$ cat src/rtl/pmv_update_sequencer.sv
// pmv_update_sequencer
//
// Sequences the per-macroblock motion-vector predictor (PMV) update in the
// motion compensation path. The block owns two 8 x 16-bit register files:
//   - the delta buffer, loaded with decoded motion-vector deltas, and
//   - the PMV file, rewritten by the external prediction update engine.
// Once all deltas of a macroblock are in, it pulses the engine start, waits
// for the engine to go idle again, reports MB_Ready_O and clears the deltas.
// A PMV reset request (slice start, intra MB, skipped MB) is held pending and
// handed to the engine at the start of the next update.
//
// Ports
//   clock, resetn            system clock (rising edge), async active-low reset
//   F_Codes_Load_I/F_Codes_I picture-level f_codes capture
//   Delta_Write_En_I,
//   Delta_Index_I,
//   Delta_Data_I             delta buffer write port (only while Delta_Ready_O)
//   Deltas_Done_I            all deltas of the current MB loaded: run update
//   PMV_Reset_Req_I          next update treats current PMVs as zero
//   Delta_Ready_O            delta buffer writable (IDLE / COLLECT)
//   MB_Ready_O               one-cycle pulse: PMV file updated
//   PMV_Valid_O              PMV read data stable (IDLE / COLLECT)
//   PMV_Read_Index_I,
//   PMV_Read_Data_O          combinational PMV read for motion compensation
//   Eng_Start_O              one-cycle start pulse to the update engine
//   Eng_Done_I               engine idle (level)
//   Eng_Index_0_I/Eng_Delta_O    engine delta read port
//   Eng_Index_1_I/Eng_PMV_O      engine PMV read port
//   Eng_New_PMV_I/Eng_Write_En_I engine PMV write port (honoured in WAIT)
//   Eng_PMV_Reset_O          zero-PMV control, frozen for the whole update
//   Eng_F_Codes_O            registered f_codes

module pmv_update_sequencer (
  input  logic        clock,
  input  logic        resetn,
  input  logic        F_Codes_Load_I,
  input  logic [15:0] F_Codes_I,
  input  logic        Delta_Write_En_I,
  input  logic [2:0]  Delta_Index_I,
  input  logic [15:0] Delta_Data_I,
  input  logic        Deltas_Done_I,
  input  logic        PMV_Reset_Req_I,
  output logic        Delta_Ready_O,
  output logic        MB_Ready_O,
  output logic        PMV_Valid_O,
  input  logic [2:0]  PMV_Read_Index_I,
  output logic [15:0] PMV_Read_Data_O,
  output logic        Eng_Start_O,
  input  logic        Eng_Done_I,
  input  logic [2:0]  Eng_Index_0_I,
  input  logic [2:0]  Eng_Index_1_I,
  output logic [15:0] Eng_Delta_O,
  output logic [15:0] Eng_PMV_O,
  input  logic [15:0] Eng_New_PMV_I,
  input  logic        Eng_Write_En_I,
  output logic        Eng_PMV_Reset_O,
  output logic [15:0] Eng_F_Codes_O
);

  typedef enum logic [2:0] {
    S_IDLE,
    S_COLLECT,
    S_START,
    S_WAIT,
    S_DONE
  } state_t;

  state_t      state;
  logic [15:0] delta_buf [8];
  logic [15:0] pmv_file  [8];
  logic        reset_pending;
  logic        late_req;
  logic        delta_accept;

  // Delta_Ready_O is a registered copy of "state is IDLE or COLLECT", so it
  // doubles as the write qualifier for the delta buffer.
  assign delta_accept = Delta_Write_En_I && Delta_Ready_O;

  // Main sequencer. All status outputs are registered here so they change
  // together with the state. The zero-PMV control is captured on the edge
  // that enters START and held until the update has finished; a request that
  // arrives on that same edge still belongs to this update.
  always_ff @(posedge clock or negedge resetn) begin
    if (!resetn) begin
      state           <= S_IDLE;
      Eng_Start_O     <= 1'b0;
      MB_Ready_O      <= 1'b0;
      Delta_Ready_O   <= 1'b1;
      PMV_Valid_O     <= 1'b1;
      Eng_PMV_Reset_O <= 1'b0;
    end else begin
      Eng_Start_O <= 1'b0;
      MB_Ready_O  <= 1'b0;
      case (state)
        S_IDLE, S_COLLECT: begin
          if (Deltas_Done_I) begin
            state           <= S_START;
            Eng_Start_O     <= 1'b1;
            Delta_Ready_O   <= 1'b0;
            PMV_Valid_O     <= 1'b0;
            Eng_PMV_Reset_O <= reset_pending | PMV_Reset_Req_I;
          end else if (delta_accept) begin
            state <= S_COLLECT;
          end
        end
        S_START: begin
          // Eng_Done_I may still be high from the previous idle period.
          state <= S_WAIT;
        end
        S_WAIT: begin
          if (Eng_Done_I) begin
            state      <= S_DONE;
            MB_Ready_O <= 1'b1;
          end
        end
        S_DONE: begin
          state           <= S_IDLE;
          Delta_Ready_O   <= 1'b1;
          PMV_Valid_O     <= 1'b1;
          Eng_PMV_Reset_O <= 1'b0;
        end
        default: begin
          state           <= S_IDLE;
          Delta_Ready_O   <= 1'b1;
          PMV_Valid_O     <= 1'b1;
          Eng_PMV_Reset_O <= 1'b0;
        end
      endcase
    end
  end

  // Pending PMV reset. A request can come in any state. Requests seen while
  // an update is in flight are remembered in late_req so that clearing the
  // flag at the end of the update only consumes the request that update
  // actually applied.
  always_ff @(posedge clock or negedge resetn) begin
    if (!resetn) begin
      reset_pending <= 1'b0;
      late_req      <= 1'b0;
    end else begin
      case (state)
        S_START, S_WAIT: begin
          if (PMV_Reset_Req_I) begin
            reset_pending <= 1'b1;
            late_req      <= 1'b1;
          end
        end
        S_DONE: begin
          reset_pending <= PMV_Reset_Req_I | late_req |
                           (reset_pending & ~Eng_PMV_Reset_O);
          late_req      <= 1'b0;
        end
        default: begin
          if (PMV_Reset_Req_I) begin
            reset_pending <= 1'b1;
          end
          late_req <= 1'b0;
        end
      endcase
    end
  end

  // Delta buffer. Writes are taken only while the buffer is open; DONE
  // zeroes every entry so that indices the next MB does not write contribute
  // nothing to its update.
  always_ff @(posedge clock or negedge resetn) begin
    if (!resetn) begin
      for (int i = 0; i < 8; i++) begin
        delta_buf[i] <= 16'h0000;
      end
    end else if (state == S_DONE) begin
      for (int i = 0; i < 8; i++) begin
        delta_buf[i] <= 16'h0000;
      end
    end else if (delta_accept) begin
      delta_buf[Delta_Index_I] <= Delta_Data_I;
    end
  end

  // PMV file. Only the engine writes it, and only while an update is
  // running; stray engine writes outside WAIT are ignored.
  always_ff @(posedge clock or negedge resetn) begin
    if (!resetn) begin
      for (int i = 0; i < 8; i++) begin
        pmv_file[i] <= 16'h0000;
      end
    end else if ((state == S_WAIT) && Eng_Write_En_I) begin
      pmv_file[Eng_Index_1_I] <= Eng_New_PMV_I;
    end
  end

  // f_codes register. Loading is allowed at any time; a load during an
  // update reaches the engine immediately.
  always_ff @(posedge clock or negedge resetn) begin
    if (!resetn) begin
      Eng_F_Codes_O <= 16'h0000;
    end else if (F_Codes_Load_I) begin
      Eng_F_Codes_O <= F_Codes_I;
    end
  end

  assign PMV_Read_Data_O = pmv_file[PMV_Read_Index_I];
  assign Eng_Delta_O     = delta_buf[Eng_Index_0_I];
  assign Eng_PMV_O       = pmv_file[Eng_Index_1_I];

endmodule

$ cat config.mk
export PLATFORM = sky130hd
export DESIGN_NAME = pmv_update_sequencer
export DESIGN_NICKNAME = d
export VERILOG_FILES = /design/src/rtl/pmv_update_sequencer.sv
export SDC_FILE = /design/constraint.sdc
export NUM_CORES = 1
export LEC_CHECK = 0
export CAP_MARGIN = 20
export CORE_MARGIN = 2
export CORE_UTILIZATION = 58
export CTS_CLUSTER_DIAMETER = 40
export DETAILED_ROUTE_END_ITERATION = 10
export HOLD_SLACK_MARGIN = 0.08
export PLACE_DENSITY = 0.9
export RECOVER_POWER = 25
export SLEW_MARGIN = 25
export SYNTH_ARGS = -nofsm -noshare
export SYNTH_HDL_FRONTEND = slang
export SYNTH_SLANG_ARGS = --single-unit
$ cat constraint.sdc
create_clock -name clock -period 3.7 [get_ports clock]
set_input_delay 1.11 -clock clock [delete_from_list [all_inputs] [get_ports clock]]
set_output_delay 1.11 -clock clock [all_outputs]
set_load 0.005 [all_outputs]
==> results of run 1 <==
[repair_timing]
action / CTS / global route
endpoints found under the setup margin: 48 / 17
buffers inserted: 24 / 8
gates resized for setup: 82 / 18
cloned: 9 / 0
[cells in the final DEF, fill, tap and decap left out, drive strengths merged, types with 41 or more instances in the layout]
master / instances
mux2: 194
clkdlybuf4s50: 76
a21oi: 130
buf: 95
clkbuf: 55
dlygate4sd2: 41
o21ai: 129
nand3: 131
dfrtp: 280
mux4: 88
[stage by stage]
| stage | setup TNS [ps] | utilization | hold slack (ps) | instance area [µm²] | total power, µW |
|---|---|---|---|---|---|
| 2_1_floorplan | 0 | - | 480 | 14500 | 7670 |
| 3_3_place_gp | -14500 | 0.664 | 489 | 16200 | 8930 |
| 3_5_place_dp | -15140 | 0.664 | 500 | 16200 | 9220 |
| 4_1_cts | -64.7 | 0.742 | 510 | 18200 | 13300 |
| 5_1_grt | -45.7 | 0.748 | 530 | 18300 | 14100 |
| 6_report | -8.70 | 0.748 | 507 | 18300 | 13600 |
[path summary, 6_finish.rpt]
kind | from | to | slack [ps]
worst max-delay path | Eng_Index_0_I[1] | Eng_Delta_O[3] | -9
worst min-delay path | Eng_F_Codes_O[15]$_DFFE_PN0P_ | Eng_F_Codes_O[15]$_DFFE_PN0P_ | 510
worst max register to register | state[1]$_DFFE_PN0P_ | pmv_file[66]$_DFFE_PN0P_ | 1520
worst min register to register | Eng_F_Codes_O[15]$_DFFE_PN0P_ | Eng_F_Codes_O[15]$_DFFE_PN0P_ | 510
max in group asynchronous | resetn | pmv_file[105]$_DFFE_PN0P_ | 870
min in group asynchronous | resetn | pmv_file[103]$_DFFE_PN0P_ | 1370
[kinds of logic (layout without fill, tap and decap cells)]
| kind of cell | Yosys count | after routing | share of synthesized area |
|---|---|---|---|
| other | 0 | 1 | 0 |
| and+or+nand+nor | 170 | 170 | 0.0671 |
| buffers and inverters | 133 | 301 | 0.0479 |
| AOI/OAI and AO/OA | 278 | 278 | 0.0998 |
| muxes | 285 | 285 | 0.301 |
| DFF | 281 | 281 | 0.484 |
[per-layer routing]
| metal | vias to the layer above | GRT usage | share of wire |
|---|---|---|---|
| met2 | 1003 | 0.562 | 0.48 |
| met5 | - | 0 | 0 |
| met3 | 267 | 0.0736 | 0.11 |
| li1 | 4594 | - | - |
| met1 | 5898 | 0.440 | 0.34 |
| met4 | 0 | 0.181 | 0.070 |
[sequential cells by signal, indices dropped and copies added, names as in the netlist]
register         cells
pmv_file           128
Eng_PMV_Reset_O      1
Eng_F_Codes_O       16
state                3
delta_buf          128
reset_pending        1
Eng_Start_O          1
MB_Ready_O           1
PMV_Valid_O          1
late_req             1
[power groups by stage]
stage	registers (µW)	logic [µW]	clock network, µW
global route	5520	4430	4140
detailed placement	5240	3970	0
global placement	5140	3790	0
CTS	5270	4010	3980
finish	5450	4170	3970
floorplan	4900	2760	0
[area by class of cell]
type / instances / area, µm²
multi-input combinational: 733 / 6880
fill: 1351 / 6170
inverter: 1 / 3.75
clock inverter: 18 / 248
tap: 324 / 405
antenna: 1 / 2.50
sequential: 281 / 7030
timing repair buffer: 228 / 2570
clock buffer: 54 / 1150
[worst reg2reg max path: cells and delay by family, from the launching register on]
kind / cells / cell delay [ps]
AND/OR/NAND/NOR: 2 / 1110
flip-flops: 1 / 530
multiplexers: 1 / 410
==> impl_metrics.prom, run 1 <==
# TYPE chip_impl_metric gauge
chip_impl_info{name="outcome",value="finished with violations"} 1
chip_impl_info{name="violations",value="max-capacitance violations, max-slew violations, negative setup slack"} 1
chip_impl_metric{name="maxSlewHeadroom",unit=""} -0.678
chip_impl_metric{name="design.final.nets",unit=""} 1352
chip_impl_metric{name="width_of_the_die",unit="µm"} 162
chip_impl_metric{name="preCtsSetupSlack",unit="ps"} -426
chip_impl_metric{name="timing.clock.skew",unit="ps"} 45.4
chip_impl_metric{name="synth.ff_latch_count",unit=""} 281
chip_impl_metric{name="gp_congestion",unit=""} 0.795
chip_impl_metric{name="layout_worst_path_cycle_share",unit=""} 1.00
chip_impl_metric{name="synth-seq-area-share",unit=""} 0.484
chip_impl_info{name="critical_path.top_delay_family",value="buffers and inverters"} 1
chip_impl_metric{name="postSynthNetCount",unit=""} 1215
chip_impl_metric{name="finalNonFillerCells",unit=""} 1640
chip_impl_metric{name="grt_first_pass_wirelength",unit="µm"} 70300
chip_impl_metric{name="remaining_drc_errors",unit=""} 0
chip_impl_info{name="synthFlopType",value="sky130_fd_sc_hd__dfrtp_1"} 1
chip_impl_metric{name="floorplan.io_pins",unit=""} 137
chip_impl_metric{name="detailedRoute.firstIterationViolations",unit=""} 1773
chip_impl_metric{name="total_leakage_power",unit="µW"} 0.00796
chip_impl_metric{name="final-max-slew-violation-count",unit=""} 91
chip_impl_metric{name="max_stage_delay",unit="ps"} 360
chip_impl_metric{name="antenna_found_initial",unit=""} 1
chip_impl_metric{name="drv.max_cap_violation_count",unit=""} 1
chip_impl_info{name="worstHoldPathType",value="flip-flop to flip-flop"} 1
chip_impl_metric{name="via_count",unit=""} 11800
chip_impl_metric{name="ys.warnings.count",unit=""} 0
chip_impl_info{name="netlist_top_cells_count",value="280 x sky130_fd_sc_hd__dfrtp_1, 144 x sky130_fd_sc_hd__mux2_2, 130 x sky130_fd_sc_hd__a21oi_1, 129 x sky130_fd_sc_hd__nand3_1, 129 x sky130_fd_sc_hd__o21ai_0"} 1
chip_impl_info{name="cpMaxStageDelayCell",value="sky130_fd_sc_hd__dlygate4sd2_1"} 1
chip_impl_metric{name="critPathMaxFanout",unit=""} 6
chip_impl_metric{name="drtPass1Iterations",unit=""} 5
chip_impl_metric{name="synthesis.instances",unit=""} 1147
chip_impl_metric{name="cts_buffers",unit=""} 39
chip_impl_metric{name="cellInternalPower",unit="µW"} 9320
chip_impl_info{name="synthMostInstantiatedCell",value="sky130_fd_sc_hd__dfrtp_1"} 1
chip_impl_metric{name="cts.sinks",unit=""} 281
chip_impl_metric{name="required",unit="ps"} 2590
chip_impl_metric{name="ff2ff_path_depth",unit=""} 3
chip_impl_info{name="endpoint_kind",value="primary output"} 1
chip_impl_metric{name="power.switching",unit="µW"} 4280
chip_impl_metric{name="clock_power_share",unit=""} 0.292
chip_impl_metric{name="synthesis.area",unit="mm²"} 0.0145
chip_impl_metric{name="cts_hold_buf",unit=""} 0
chip_impl_metric{name="post-route-min-period",unit="ps"} 3710
chip_impl_metric{name="floorplan.initialDensity",unit=""} 0.594
chip_impl_metric{name="mean_instance_size_in_the_synthesized_netlist",unit="µm²"} 12.7
chip_impl_metric{name="seq_power_share",unit=""} 0.401
chip_impl_metric{name="critical_path_at",unit="ps"} 2600
chip_impl_metric{name="largest_net_degree_at_the_start_of_global_routing",unit=""} 131
chip_impl_metric{name="globalRouteOverflowTotal",unit=""} 0
chip_impl_info{name="crit_path_start_kind",value="input pin"} 1
chip_impl_metric{name="cp.depth",unit=""} 5
chip_impl_metric{name="finalSetupViolations",unit=""} 1
chip_impl_metric{name="sw_frac_of_total",unit=""} 0.314
chip_impl_metric{name="place_hpwl",unit="µm"} 22400
chip_impl_info{name="crit_chain",value="dlygate4sd2_1 -> bufbuf_16 -> buf_12 -> mux2_2 -> dlygate4sd2_1"} 1
chip_impl_metric{name="pwr-share-comb",unit=""} 0.307
chip_impl_info{name="worst-setup-path-type",value="input pin to primary output"} 1
chip_impl_info{name="cts-root-buf",value="sky130_fd_sc_hd__clkbuf_16"} 1
chip_impl_metric{name="final_antenna_net_count",unit=""} 0
chip_impl_metric{name="clk_pin_slew",unit="ps"} 50
chip_impl_metric{name="clock_latency",unit="ps"} 550
chip_impl_metric{name="number_of_vias_per_cell_after_detailed_routing",unit=""} 7.17
chip_impl_metric{name="setup_slack",unit="ps"} -8.70
chip_impl_metric{name="synth_top_cell_area_share",unit=""} 0.482
chip_impl_metric{name="number_of_enable_type_register_cells_in_the_synthesized_netlist",unit=""} 0
chip_impl_metric{name="postRouteWirelength",unit="µm"} 46500
chip_impl_metric{name="layout-drive-gt1-share",unit=""} 0.361
chip_impl_metric{name="worstMarginPinSlew",unit="ps"} 2520
chip_impl_metric{name="hold_violations",unit=""} 0
chip_impl_metric{name="max_freq",unit="MHz"} 270
chip_impl_metric{name="syn2layout_area_growth",unit="%"} 25.8
chip_impl_info{name="cts_tree",value="built"} 1
chip_impl_metric{name="placement.io_buffers",unit=""} 136
chip_impl_metric{name="core_area",unit="mm²"} 0.0245
chip_impl_metric{name="number_of_placed_cells_counting_well_taps",unit=""} 1526
chip_impl_info{name="critical_path.most_common_cell",value="sky130_fd_sc_hd__dlygate4sd2_1"} 1
chip_impl_metric{name="synth.lib_cells_used.distinct",unit=""} 48
chip_impl_metric{name="worstPathBufferInverterCount",unit=""} 4
chip_impl_metric{name="global_route.usage.total",unit=""} 0.345
chip_impl_metric{name="clock_tree_buffer_depth",unit=""} 3
chip_impl_metric{name="whs_path_depth",unit=""} 1
chip_impl_metric{name="number_of_global_route_vias_before_repair",unit=""} 12200
chip_impl_metric{name="htree_levels",unit=""} 2
chip_impl_info{name="synth.area.top_cells",value="sky130_fd_sc_hd__dfrtp_1 48%, sky130_fd_sc_hd__mux4_2 14%, sky130_fd_sc_hd__mux2_2 11%, sky130_fd_sc_hd__mux2_4 5.2%, sky130_fd_sc_hd__a21oi_1 4.5%"} 1
chip_impl_metric{name="max-vdd-ir-drop",unit="mV"} 0.532
chip_impl_metric{name="fp-row-count",unit=""} 57
chip_impl_metric{name="design.die.area",unit="mm²"} 0.0264
chip_impl_info{name="synth_area_leader",value="sky130_fd_sc_hd__dfrtp_1"} 1
chip_impl_metric{name="die_height",unit="µm"} 162
chip_impl_metric{name="routed_wire_length_per_instance",unit="µm"} 28.4
chip_impl_metric{name="ys_async_sr_fraction",unit=""} 1.00
chip_impl_metric{name="pwr_density_cell",unit="mW/mm²"} 743
(Power assumes the default switching activity.)
==> run 2: changes to the inputs <==
--- a/config.mk
+++ b/config.mk
@@ -5,6 +5,7 @@
 export SDC_FILE = /design/constraint.sdc
 export NUM_CORES = 1
 export LEC_CHECK = 0
+export ABC_CLOCK_PERIOD_IN_PS = 3700
 export CAP_MARGIN = 20
 export CORE_MARGIN = 2
 export CORE_UTILIZATION = 58
==> results of run 2 <==
Final layout, timing and power as in run 1 (identical DEF).
==> edit (settings of run 1) <==
Make the reset (`resetn`) synchronous in 5 clocked blocks. Comments in the files are not updated.
--- a/src/rtl/pmv_update_sequencer.sv
+++ b/src/rtl/pmv_update_sequencer.sv
@@ -82,3 +82,3 @@
   // arrives on that same edge still belongs to this update.
-  always_ff @(posedge clock or negedge resetn) begin
+  always_ff @(posedge clock) begin
     if (!resetn) begin
@@ -135,3 +135,3 @@
   // actually applied.
-  always_ff @(posedge clock or negedge resetn) begin
+  always_ff @(posedge clock) begin
     if (!resetn) begin
@@ -165,3 +165,3 @@
   // nothing to its update.
-  always_ff @(posedge clock or negedge resetn) begin
+  always_ff @(posedge clock) begin
     if (!resetn) begin
@@ -181,3 +181,3 @@
   // running; stray engine writes outside WAIT are ignored.
-  always_ff @(posedge clock or negedge resetn) begin
+  always_ff @(posedge clock) begin
     if (!resetn) begin
@@ -193,3 +193,3 @@
   // update reaches the engine immediately.
-  always_ff @(posedge clock or negedge resetn) begin
+  always_ff @(posedge clock) begin
     if (!resetn) begin
Behaviour: differs if resetn is asserted again (counterexample within 4 cycles, from zero or initial values and one cycle with resetn low); with resetn held inactive, the same outputs for 4 cycles.
==> edit against run 1 <==
- the flow still finishes with violations (capacitance limit, slew limit, setup timing)
- worst setup slack lost 58 ps
- non-clock buffer count is 33 higher
- area after synthesis down 6.4%
- via count is 15% lower
- sequential cell count stayed put
- clock skew rose by 3.3 ps
- final area fell by 4.2%
- routed wire length shrank 7.7%
- critical path type unchanged
- largest cell class unchanged
Power is not compared: it rests on default switching activity, and its combinational part moved more than twofold at a synthesized area within 25%.
==> edit: results (changes against run 1) <==
place_ws_ps: -623  # was -426 ps
violations: "capacitance limit, slew limit, setup timing"  # unchanged
hold_ws_ps: 494  # was 507 ps
grt_max_degree: 34  # was 131
met3_length_um: 4970  # was 5130 um
hold_end: "late_req$_SDFFE_PN0P_"  # was Eng_F_Codes_O[15]$_DFFE_PN0P_
fin_ws_ps: -67.0  # was -8.70 ps
grtUsageTotal: 0.338  # was 0.345
rrSetupSlack_ps: 770  # was 1520 ps
r2r-start: "state[2]$_SDFFE_PN0P_"  # was state[1]$_DFFE_PN0P_
clock_buffers: 38  # was 54
critPathMaxFanout: 8  # was 6
use_met3: 0.0708  # was 0.0736
placedCellCount: 1406  # was 1,526
inverters_excl_clock: 5  # was 1
yosys_most_used_dff: "edfxtp_1"  # was dfrtp_1
stdcell_count: 1508  # was 1,640
seqCellArea_um2: 8190  # was 7030 um^2
setup_viol: 5  # was 1
drt-met1-wl_um: 13500  # was 16,000 um
wl_per_cell_um: 28.5  # was 28.4 um
multi_input_gates: 579  # was 733
critPathTopFamily: "multiplexers"  # was buffers and inverters
place_area_um2: 15700  # was 16,200 um^2
drv_cap: 2  # was 1
maxSlewViolCount: 67  # was 91
critPathArrivalTime_ps: 2660  # was 2600 ps
grt_pass1_vias: 10107  # was 12,192
status: "finished, violations left"  # unchanged
synth_commonest_cells: "edfxtp_1 (256), nor2_1 (136), and2_1 (133)"  # was dfrtp_1 (280), mux2_2 (144), a21oi_1 (130)
hpwl_um: 22900  # was 22,400 um
relSlewSlack: -0.148  # was -0.678
nets: 1231  # was 1,352
cp_slowest_cell: "mux4_1"  # was dlygate4sd2_1
synth-seq-area-share: 0.601  # was 0.484
antenna_cells: 0  # was 1
synthTopCellsByArea: "edfxtp_1 (56%), mux4_1 (12%), and2_1 (6.1%)"  # was dfrtp_1 (48%), mux4_2 (14%), mux2_2 (11%)
drive_above_1_share: 0.255  # was 0.361
use_met2: 0.575  # was 0.562
drt_iter0_markers: 1359  # was 1,773
skew_ps: 48.7  # was 45.4 ps
gp_congestion: 0.921  # was 0.795
drtPass1Iterations: 6  # was 5
synth_edf_count: 256  # was 0
reg2reg_to: "delta_buf[3][10]$_SDFFCE_PN0P_"  # was pmv_file[66]$_DFFE_PN0P_
hold_start: "state[1]$_SDFFE_PN0P_"  # was Eng_F_Codes_O[15]$_DFFE_PN0P_
synth_nets: 1006  # was 1,215
critPathMaxStageDelay_ps: 630  # was 360 ps
topRoutingLayerUsed: "met5"  # was met4
fillerInstances: 1320  # was 1,351
fin_setup_tns_ps: -145  # was -8.70 ps
-- edit: cell count changes after synthesis, moves of 76 or more --
cell / run 1 / this run
a21oi_1: 130 / 5
and2_1: 1 / 133
dfrtp_1: 280 / 0
edfxtp_1: 0 / 256
mux2_2: 144 / 44
mux4_2: 88 / 12
nand3_1: 129 / 5
nor2_1: 6 / 136
o21ai_0: 129 / 12
-- edit: what timing repair did --
action                                  in CTS  in global routing
endpoints found under the setup margin      48                 24
pin swaps                                   18                 11
setup buffers                               21                 12
endpoints found under the hold margin        0                  0
cloned                                       6                  0
resized for setup                          148                 49
-- edit: power breakdown --
group	leakage (nW)	internal, mW	switching [mW]
registers	2.85	3.59	0.0762
logic	3.44	0.470	0.461
clock network	0.579	2.22	1.37
total	6.87	6.28	1.91
-- edit: kinds of logic after synthesis --
group | count (synthesis) | share of synthesized area
muxes | 137 | 0.187
AOI/OAI and AO/OA | 64 | 0.0345
buffers and inverters | 78 | 0.0332
DFF | 281 | 0.601
and+or+nand+nor | 378 | 0.144
